### config.mk
export PLATFORM = sky130hd
export DESIGN_NAME = bcd_clock_counter
export DESIGN_NICKNAME = d
export VERILOG_FILES = /design/src/rtl/bcd_clock_pkg.sv /design/src/rtl/bcd2_mod_counter.sv /design/src/rtl/bcd_clock_counter.sv
export SDC_FILE = /design/constraint.sdc
export NUM_CORES = 1
export LEC_CHECK = 0
export ABC_CLOCK_PERIOD_IN_PS = 3800
export CAP_MARGIN = 10
export CORE_MARGIN = 2
export CORE_UTILIZATION = 45
export CTS_BUF_LIST = sky130_fd_sc_hd__clkbuf_4
export DETAILED_ROUTE_END_ITERATION = 16
export GPL_TIMING_DRIVEN = 0
export PLACE_DENSITY_LB_ADDON = 0.05
export SLEW_MARGIN = 20
export SYNTH_ARGS = -nofsm -noshare
export SYNTH_HDL_FRONTEND = slang
export SYNTH_HIERARCHICAL = 1
export SYNTH_SLANG_ARGS = --single-unit
### constraint.sdc
create_clock -name clk -period 3.8 [get_ports clk]
set_input_delay 0.95 -clock clk [delete_from_list [all_inputs] [get_ports clk]]
set_output_delay 0.95 -clock clk [all_outputs]
set_load 0.1 [all_outputs]
### src/rtl/bcd_clock_pkg.sv
// Shared constants, set-field encodings and BCD helpers for the time-of-day counter.
package bcd_clock_pkg;

   localparam logic [7:0] BCD_SEC_MAX  = 8'h59;
   localparam logic [7:0] BCD_MIN_MAX  = 8'h59;
   localparam logic [7:0] BCD_HR24_MAX = 8'h23;
   localparam logic [7:0] BCD_HR12_MIN = 8'h01;
   localparam logic [7:0] BCD_HR12_MAX = 8'h12;

   typedef enum logic [1:0] {
      SEL_SEC = 2'b00,
      SEL_MIN = 2'b01,
      SEL_HR  = 2'b10,
      SEL_PM  = 2'b11
   } sel_e;

   function automatic logic bcd_valid(input logic [7:0] v);
      return (v[7:4] <= 4'd9) && (v[3:0] <= 4'd9);
   endfunction

endpackage

### src/rtl/bcd2_mod_counter.sv
// Two-digit BCD modulo counter (MIN_VAL..MAX_VAL) with load priority and a registered wrap pulse.
module bcd2_mod_counter
   import bcd_clock_pkg::*;
#(
   parameter logic [7:0] MIN_VAL = 8'h00,
   parameter logic [7:0] MAX_VAL = BCD_SEC_MAX,
   parameter logic [7:0] RST_VAL = MIN_VAL
) (
   input  logic       clk,
   input  logic       rst,
   input  logic       inc,
   input  logic       load,
   input  logic [7:0] loadVal,
   output logic [7:0] value,
   output logic       carry
);

   logic [7:0] next_val;

   always_comb begin
      next_val = value;
      if (value == MAX_VAL)
         next_val = MIN_VAL;
      else if (value[3:0] == 4'd9)
         next_val = {value[7:4] + 4'd1, 4'd0};
      else
         next_val = {value[7:4], value[3:0] + 4'd1};
   end

   always_ff @(posedge clk) begin
      if (rst) begin
         value <= RST_VAL;
         carry <= 1'b0;
      end else begin
         carry <= 1'b0;
         if (load) begin
            value <= loadVal;
         end else if (inc) begin
            value <= next_val;
            carry <= (value == MAX_VAL);
         end
      end
   end

endmodule

### src/rtl/bcd_clock_counter.sv
// BCD hh:mm:ss counter with tick advance, per-field validated load, 12/24-hour modes and roll pulses.
module bcd_clock_counter
   import bcd_clock_pkg::*;
#(
   parameter bit H24 = 1'b1
) (
   input  logic       clk,
   input  logic       rst,
   input  logic       tickIn,
   input  logic       setEn,
   input  logic [1:0] setSel,
   input  logic [7:0] setBcd,
   output logic [7:0] secBcd,
   output logic [7:0] minBcd,
   output logic [7:0] hrBcd,
   output logic       pmOut,
   output logic       minRollOut,
   output logic       hrRollOut,
   output logic       dayRollOut,
   output logic       setErrOut
);

   localparam logic [7:0] HR_MIN      = H24 ? 8'h00 : BCD_HR12_MIN;
   localparam logic [7:0] HR_MAX      = H24 ? BCD_HR24_MAX : BCD_HR12_MAX;
   localparam logic [7:0] HR_RST      = H24 ? 8'h00 : BCD_HR12_MAX;
   localparam logic [7:0] HR_PRE_NOON = 8'h11;

   sel_e sel;
   logic range_ok, set_ok, set_acc, adv, sec_wrap, hr_inc, noon_step;
   logic hr_carry, day12;

   assign sel = sel_e'(setSel);

   always_comb begin
      range_ok = 1'b0;
      unique case (sel)
         SEL_SEC: range_ok = (setBcd <= BCD_SEC_MAX);
         SEL_MIN: range_ok = (setBcd <= BCD_MIN_MAX);
         SEL_HR:  range_ok = H24 ? (setBcd <= BCD_HR24_MAX)
                                 : ((setBcd >= BCD_HR12_MIN) && (setBcd <= BCD_HR12_MAX));
         SEL_PM:  range_ok = !H24;
      endcase
   end

   // A set in the same cycle as a tick swallows the tick, even if rejected.
   assign set_ok    = bcd_valid(setBcd) && range_ok;
   assign set_acc   = setEn && set_ok;
   assign adv       = tickIn && !setEn;
   assign sec_wrap  = adv && (secBcd == BCD_SEC_MAX);
   assign hr_inc    = sec_wrap && (minBcd == BCD_MIN_MAX);
   assign noon_step = !H24 && hr_inc && (hrBcd == HR_PRE_NOON);

   bcd2_mod_counter #(.MIN_VAL(8'h00), .MAX_VAL(BCD_SEC_MAX), .RST_VAL(8'h00)) u_sec (
      .clk(clk), .rst(rst), .inc(adv), .load(set_acc && (sel == SEL_SEC)),
      .loadVal(setBcd), .value(secBcd), .carry(minRollOut)
   );

   bcd2_mod_counter #(.MIN_VAL(8'h00), .MAX_VAL(BCD_MIN_MAX), .RST_VAL(8'h00)) u_min (
      .clk(clk), .rst(rst), .inc(sec_wrap), .load(set_acc && (sel == SEL_MIN)),
      .loadVal(setBcd), .value(minBcd), .carry(hrRollOut)
   );

   bcd2_mod_counter #(.MIN_VAL(HR_MIN), .MAX_VAL(HR_MAX), .RST_VAL(HR_RST)) u_hr (
      .clk(clk), .rst(rst), .inc(hr_inc), .load(set_acc && (sel == SEL_HR)),
      .loadVal(setBcd), .value(hrBcd), .carry(hr_carry)
   );

   // 12-hour day boundary is the 11 PM -> 12 AM step, not the hour counter's own wrap.
   always_ff @(posedge clk) begin
      if (rst) begin
         pmOut     <= 1'b0;
         day12     <= 1'b0;
         setErrOut <= 1'b0;
      end else begin
         setErrOut <= setEn && !set_ok;
         day12     <= 1'b0;
         if (set_acc && (sel == SEL_PM)) begin
            pmOut <= setBcd[0];
         end else if (noon_step) begin
            pmOut <= !pmOut;
            day12 <= pmOut;
         end
      end
   end

   assign dayRollOut = H24 ? hr_carry : day12;

endmodule

==> impl_metrics.toml, run 1 <==
[run_status]
status = "finished clean"

[cells_and_area]
layout-drive-gt1-share_pct = 8.70
area_delta_synth_final_pct = 28.1
antennaDiodeCount = 0
fin_cells = 326
fin_area_um2 = 2430
fin_util_pct = 60.2
final_nets = 302

[setup_path]
worst_path_max_delay_cell = "clkdlybuf4s50_1"
path_max_fanout = 7
crit_buf_inv = 1
crit_arrival_ns = 2.00
cp.required_ns = 2.85
cp-start-kind = "register"
rrSetupSlack_ns = 1.73
cp-end-kind = "primary output"
crit_chain = "clkdlybuf4s50_1"
critPathKind = "register to primary output"
cpPeakStageDelay_ns = 1.19
crit_family = "buffers and inverters"

[grt]
antenna_found_initial = 0
grt_pass1_wl_um = 7820
grt_remaining_overflow = 0
grt_pass1_vias = 1657
grt_usage_pct = 22.4
grt_max_degree = 11

[floorplan]
rows = 23
die_h_um = 68.9
die_x_um = 68.9
io_pins = 43
dieArea_um2 = 4750
core_um2 = 4030
start_util_pct = 47.0

[clock_network]
numCtsBuffers = 5
postCtsSetupRepairBufs = 0
cts.path.max_buffers = 2
cts_root_buf = "clkbuf_4"
hold_buffers = 0
clk_latency_ns = 0.33
cts_resized = 0
clk_pin_slew_ns = 0.10
cts_tree = "yes"
cts_sinks = 29
h-tree-depth = 2

[synth]
synth_cells = 227
synth_top_family_by_area = "simple AND/OR/NAND/NOR gates"
syn_nets = 253
synth_simple_gate_area_share_pct = 31.6
synth_xor_area_share_pct = 4.62
yosys_warnings = 6
avgSynthCellArea_um2 = 8.35
synth_seq_cells = 29
netlist_area_um2 = 1900
synth_edf_count = 0
synth_adder_area_share_pct = 7.92
yosysUniqueCellTypes = 47
synth_mux_area_share_pct = 1.19
async_reset_ff_share_pct = 0
synth_seq_area_share_pct = 30.6
synth_compound_area_share_pct = 19.0
ys.flop_type = "dfxtp_1"

[sta]
drv_slew = 0
setup_viol = 0
slew_headroom_pct = 34.4
fmax_mhz = 339
rsz0062_at_grt = "false"
skew_ns = 0.0102
worst_pin_slew_ns = 0.981
finalCriticalPeriod_ns = 2.95
fin_setup_tns_ns = 0
hold_viol_final = 0
fin_crit_sh_pct = 77.5

[power]
ir_drop_uv = 166
p_per_area_nw_per_um2 = 253
totalPowerFinal_uw = 613
p_leak_nw = 0.889

[place]
place_congestion = 0.834
portBuffers = 42
post-dp-hpwl_um = 3570
numPlacedInstances = 319
placed_area_um2 = 2380

[routing]
drc = 0
wirelength_um = 4850
drt-initial-drc-count = 74
wl_per_cell_um = 14.9
viasPerCell = 5.66
first_pass_iters = 4
final_antenna_net_count = 0
num_vias = 1846

[run]
drv_cap = 0

[worst_hold_path]
hp-class = "register to register"
-- power breakdown --
group	internal (mW)	leakage [nW]	switching, mW
Combinational	0.0381	0.626	0.0765
Clock	0.0742	0.0292	0.107
Sequential	0.310	0.235	0.00830
-- registers in the layout, summed over array words and instances, names as in the netlist --
signal       count
setErrOut        1
u_hr/value       8
pmOut            1
u_sec/value      8
u_sec/carry      1
u_min/carry      1
u_min/value      8
u_hr/carry       1
-- layout make-up --
cell class	count	area, µm²
repair buffers	42	420
flip-flops and latches	29	581
inverters	16	60.1
clock inverters	1	3.75
plain buffers	9	35.0
fillers	412	1600
well taps	50	62.6
multi-input cells	173	1220
clock buffers	6	45.0
-- stage by stage --
step           setup WS (ns)  hold slack [ns]
2_1_floorplan           1.24            0.917
3_3_place_gp           0.701            0.457
3_5_place_dp           0.686            0.460
4_1_cts                0.843            0.479
5_1_grt                0.780            0.494
6_report               0.854            0.476
-- logic make-up after synthesis --
| family | after synthesis |
|---|---|
| simple gates | 100 |
| compound gates | 49 |
| flops | 29 |
| buf+inv | 25 |
| fa+ha+maj | 12 |
| xor+xnor | 10 |
| mux | 2 |
-- final timing paths --
kind,startpoint,endpoint,cells after the start
max,u_min/value[3],minBcd[3],1
max reg2reg,u_sec/value[3],u_hr/value[6],8
min,pmOut,pmOut,1
min reg2reg,pmOut,pmOut,1
-- layout by cell type, fill, tap and decap left out, drive strengths merged, types with 9 or more instances in the layout --
master,count
clkdlybuf4s50,42
dfxtp,29
nor2,23
a21oi,14
inv,14
nor3,14
nand2,13
ha,12
clkbuf,12
a211oi,10
nand3,9
-- cells in the mapped netlist, types with 2 or more instances --
| cell | count | area share (%) |
|---|---|---|
| nand2b_1 | 8 | 2.6 |
| xor2_1 | 4 | 1.8 |
| o21ai_1 | 3 | 0.79 |
| inv_1 | 14 | 2.8 |
| xnor2_1 | 6 | 2.8 |
| dfxtp_1 | 29 | 31 |
| or3b_1 | 2 | 0.92 |
| mux2_2 | 2 | 1.2 |
| ha_1 | 12 | 7.9 |
| a2bb2oi_1 | 4 | 1.8 |
| nor4b_1 | 2 | 0.92 |
| nor3b_1 | 5 | 2.0 |
| and3_1 | 2 | 0.66 |
| or3_1 | 2 | 0.66 |
| nand4b_1 | 2 | 0.92 |
| nor3_2 | 5 | 2.6 |
| nor4bb_1 | 2 | 1.1 |
| nand4_1 | 2 | 0.66 |
| o21a_1 | 4 | 1.6 |
| nand3_1 | 9 | 2.4 |
| a21oi_1 | 14 | 3.7 |
| and4bb_2 | 2 | 1.3 |
| nor2_1 | 23 | 4.6 |
| a22oi_1 | 4 | 1.6 |
| a221oi_1 | 2 | 0.92 |
| clkbuf_1 | 6 | 1.2 |
| buf_1 | 2 | 0.40 |
| nand2_1 | 13 | 2.6 |
| clkinv_1 | 2 | 0.40 |
| and3b_1 | 2 | 0.92 |
| o21ai_0 | 2 | 0.53 |
| nor3_1 | 9 | 2.4 |
| nor2b_1 | 4 | 1.3 |
| a211oi_1 | 9 | 3.6 |
| nand3b_2 | 2 | 1.2 |
-- per-layer routing --
metal / vias to the layer above / GRT usage, % / wire length, µm
met5: - / 0 / 0
met4: 0 / 5.15 / 29
met3: 4 / 6.49 / 276
met2: 48 / 38.3 / 2340
li1: 921 / - / -
met1: 873 / 27.7 / 2200
(Power assumes the default switching activity.)
==> run 2: changes to the inputs <==
--- a/config.mk
+++ b/config.mk
@@ -5,7 +5,7 @@
 export SDC_FILE = /design/constraint.sdc
 export NUM_CORES = 1
 export LEC_CHECK = 0
-export ABC_CLOCK_PERIOD_IN_PS = 3800
+export ABC_CLOCK_PERIOD_IN_PS = 3050
 export CAP_MARGIN = 10
 export CORE_MARGIN = 2
 export CORE_UTILIZATION = 45
==> constraint.sdc (replaced) <==
create_clock -name clk -period 3.05 [get_ports clk]
set_input_delay 0.7625 -clock clk [delete_from_list [all_inputs] [get_ports clk]]
set_output_delay 0.7625 -clock clk [all_outputs]
set_load 0.1 [all_outputs]
==> results of run 2 <==
Same layout as run 1 (identical final DEF). Status: finished clean.
Among the figures that moved: setup slack after placement 0.686 ns -> 0.124 ns; setup slack after layout 0.854 ns -> 0.292 ns; register-to-register setup slack 1.73 ns -> 0.98 ns; total power 0.613 mW -> 0.764 mW; worst IR drop on VDD 166 µV -> 207 µV
==> run 3: changes to the inputs <==
--- a/config.mk
+++ b/config.mk
@@ -7,9 +7,11 @@
 export LEC_CHECK = 0
 export ABC_CLOCK_PERIOD_IN_PS = 3050
 export CAP_MARGIN = 10
+export CELL_PAD_IN_SITES_DETAIL_PLACEMENT = 1
+export CELL_PAD_IN_SITES_GLOBAL_PLACEMENT = 1
 export CORE_MARGIN = 2
-export CORE_UTILIZATION = 45
-export CTS_BUF_LIST = sky130_fd_sc_hd__clkbuf_4
+export CORE_UTILIZATION = 38
+export CTS_BUF_LIST = sky130_fd_sc_hd__clkbuf_8
 export DETAILED_ROUTE_END_ITERATION = 16
 export GPL_TIMING_DRIVEN = 0
 export PLACE_DENSITY_LB_ADDON = 0.05
==> impl_metrics.toml, run 3 (synthesis results as in run 1) <==
[run_status]
status = "finished clean"

[cells_and_area]
final_nets = 302
layout_commonest_cell = "clkdlybuf4s50_1"
multiInputGateArea_um2 = 1220
fin_cells = 343
fillers = 590
layout-drive-gt1-share_pct = 8.70
reg_top3 = "u_hr/value (8), u_min/value (8), u_sec/value (8)"
seq_area_um2 = 581
final_cell_mix = "42 x clkdlybuf4s50_1, 29 x dfxtp_1, 23 x nor2_1"
area_delta_synth_final_pct = 31.2
fin_util_pct = 52.3
antennaDiodeCount = 0

[place]
numPlacedInstances = 336
post-dp-hpwl_um = 4170
place_congestion = 0.820
portBuffers = 42

[floorplan]
die_h_um = 74.6
die_x_um = 74.6
core_um2 = 4750
io_pins = 43
start_util_pct = 39.9
rows = 25
dieArea_um2 = 5570

[clock_network]
cts_root_buf = "clkbuf_8"
clk_latency_ns = 0.28
cts_resized = 0
hold_buffers = 0
cts_sinks = 29
h-tree-depth = 2
cts_tree = "yes"
numCtsBuffers = 5
cts.path.max_buffers = 2
clk_pin_slew_ns = 0.06
postCtsSetupRepairBufs = 0

[sta]
drv_slew = 0
worst_pin_slew_ns = 0.984
slew_headroom_pct = 34.2
fmax_mhz = 361
setup_viol = 0
finalCriticalPeriod_ns = 2.77
fin_setup_tns_ns = 0
skew_ns = 0.00843
hold_viol_final = 0
fin_crit_sh_pct = 90.8
whs_ns = 0.469
rsz0062_at_grt = "false"

[setup_path]
worstSetupStartpoint = "setBcd[2]"
path_max_fanout = 10
cp-end-kind = "register"
rrSetupSlack_ns = 0.93
critPathKind = "input port to register"
crit_arrival_ns = 2.92
cp.required_ns = 3.20
timing.rr.start = "u_sec/value[3]"
cp-start-kind = "input port"

[routing]
final_antenna_net_count = 0
num_vias = 1858
wl_per_cell_um = 15.8
drt-initial-drc-count = 85
drc = 0
viasPerCell = 5.42
first_pass_iters = 4
wirelength_um = 5410

[grt]
grt_pass1_wl_um = 8990
grt_pass1_vias = 1843
grt_remaining_overflow = 0
antenna_found_initial = 0
grt_max_degree = 11
grt_usage_pct = 21.4

[worst_hold_path]
hp-class = "register to register"
worstHoldStart = "pmOut"

[run]
drv_cap = 0

[power]
p_per_area_nw_per_um2 = 347
p_leak_nw = 0.909
totalPowerFinal_uw = 862
ir_drop_uv = 248
[run 3: metal layers]
layer / part of all wire (%) / GRT usage (%)
met1: 47 / 28.2
met2: 49 / 35.3
met3: 3.3 / 5.22
met4: 1.0 / 5.36
met5: 0 / 0
[run 3: worst max-delay path: stages]
cell and delay [ns]:
clkdlybuf4s50_1 0.55, o21ai_1 0.27, a21oi_1 0.10, nor2_1 0.31, clkbuf_1 0.44, nor3b_1 0.11
a21oi_1 0.17, o21a_1 0.16, nor2_1 0.04
[run 3: path summary, 6_finish.rpt]
path / to / depth (start not counted)
max: u_hr/value[1] / 9
min: pmOut / 1
max reg2reg: u_min/value[4] / 7
min reg2reg: pmOut / 1
[run 3: stage by stage]
| stage | worst slack [ns] | instance area [µm²] |
|---|---|---|
| after floorplan | 0.492 | 1900 |
| after global placement | 0.0854 | 2400 |
| after detailed placement | 0.0682 | 2400 |
| after CTS | 0.321 | 2490 |
| after global routing | 0.0564 | 2490 |
| final | 0.281 | 2490 |
[run 3: power by group]
group	leakage [nW]	internal (mW)	total, mW	switching, mW
clock network	0.0485	0.175	0.321	0.145
registers	0.235	0.386	0.397	0.0106
logic	0.626	0.0477	0.144	0.0968
[run 3: final cells by class]
| type | count | share of cell area [%] |
|---|---|---|
| clock buffer | 6 | 3.32 |
| inverter | 16 | 2.42 |
| sequential | 29 | 23.4 |
| tap | 67 | 3.37 |
| timing repair buffer | 42 | 16.9 |
| buffer | 9 | 1.41 |
| clock inverter | 1 | 0.151 |
| multi-input combinational | 173 | 49.1 |
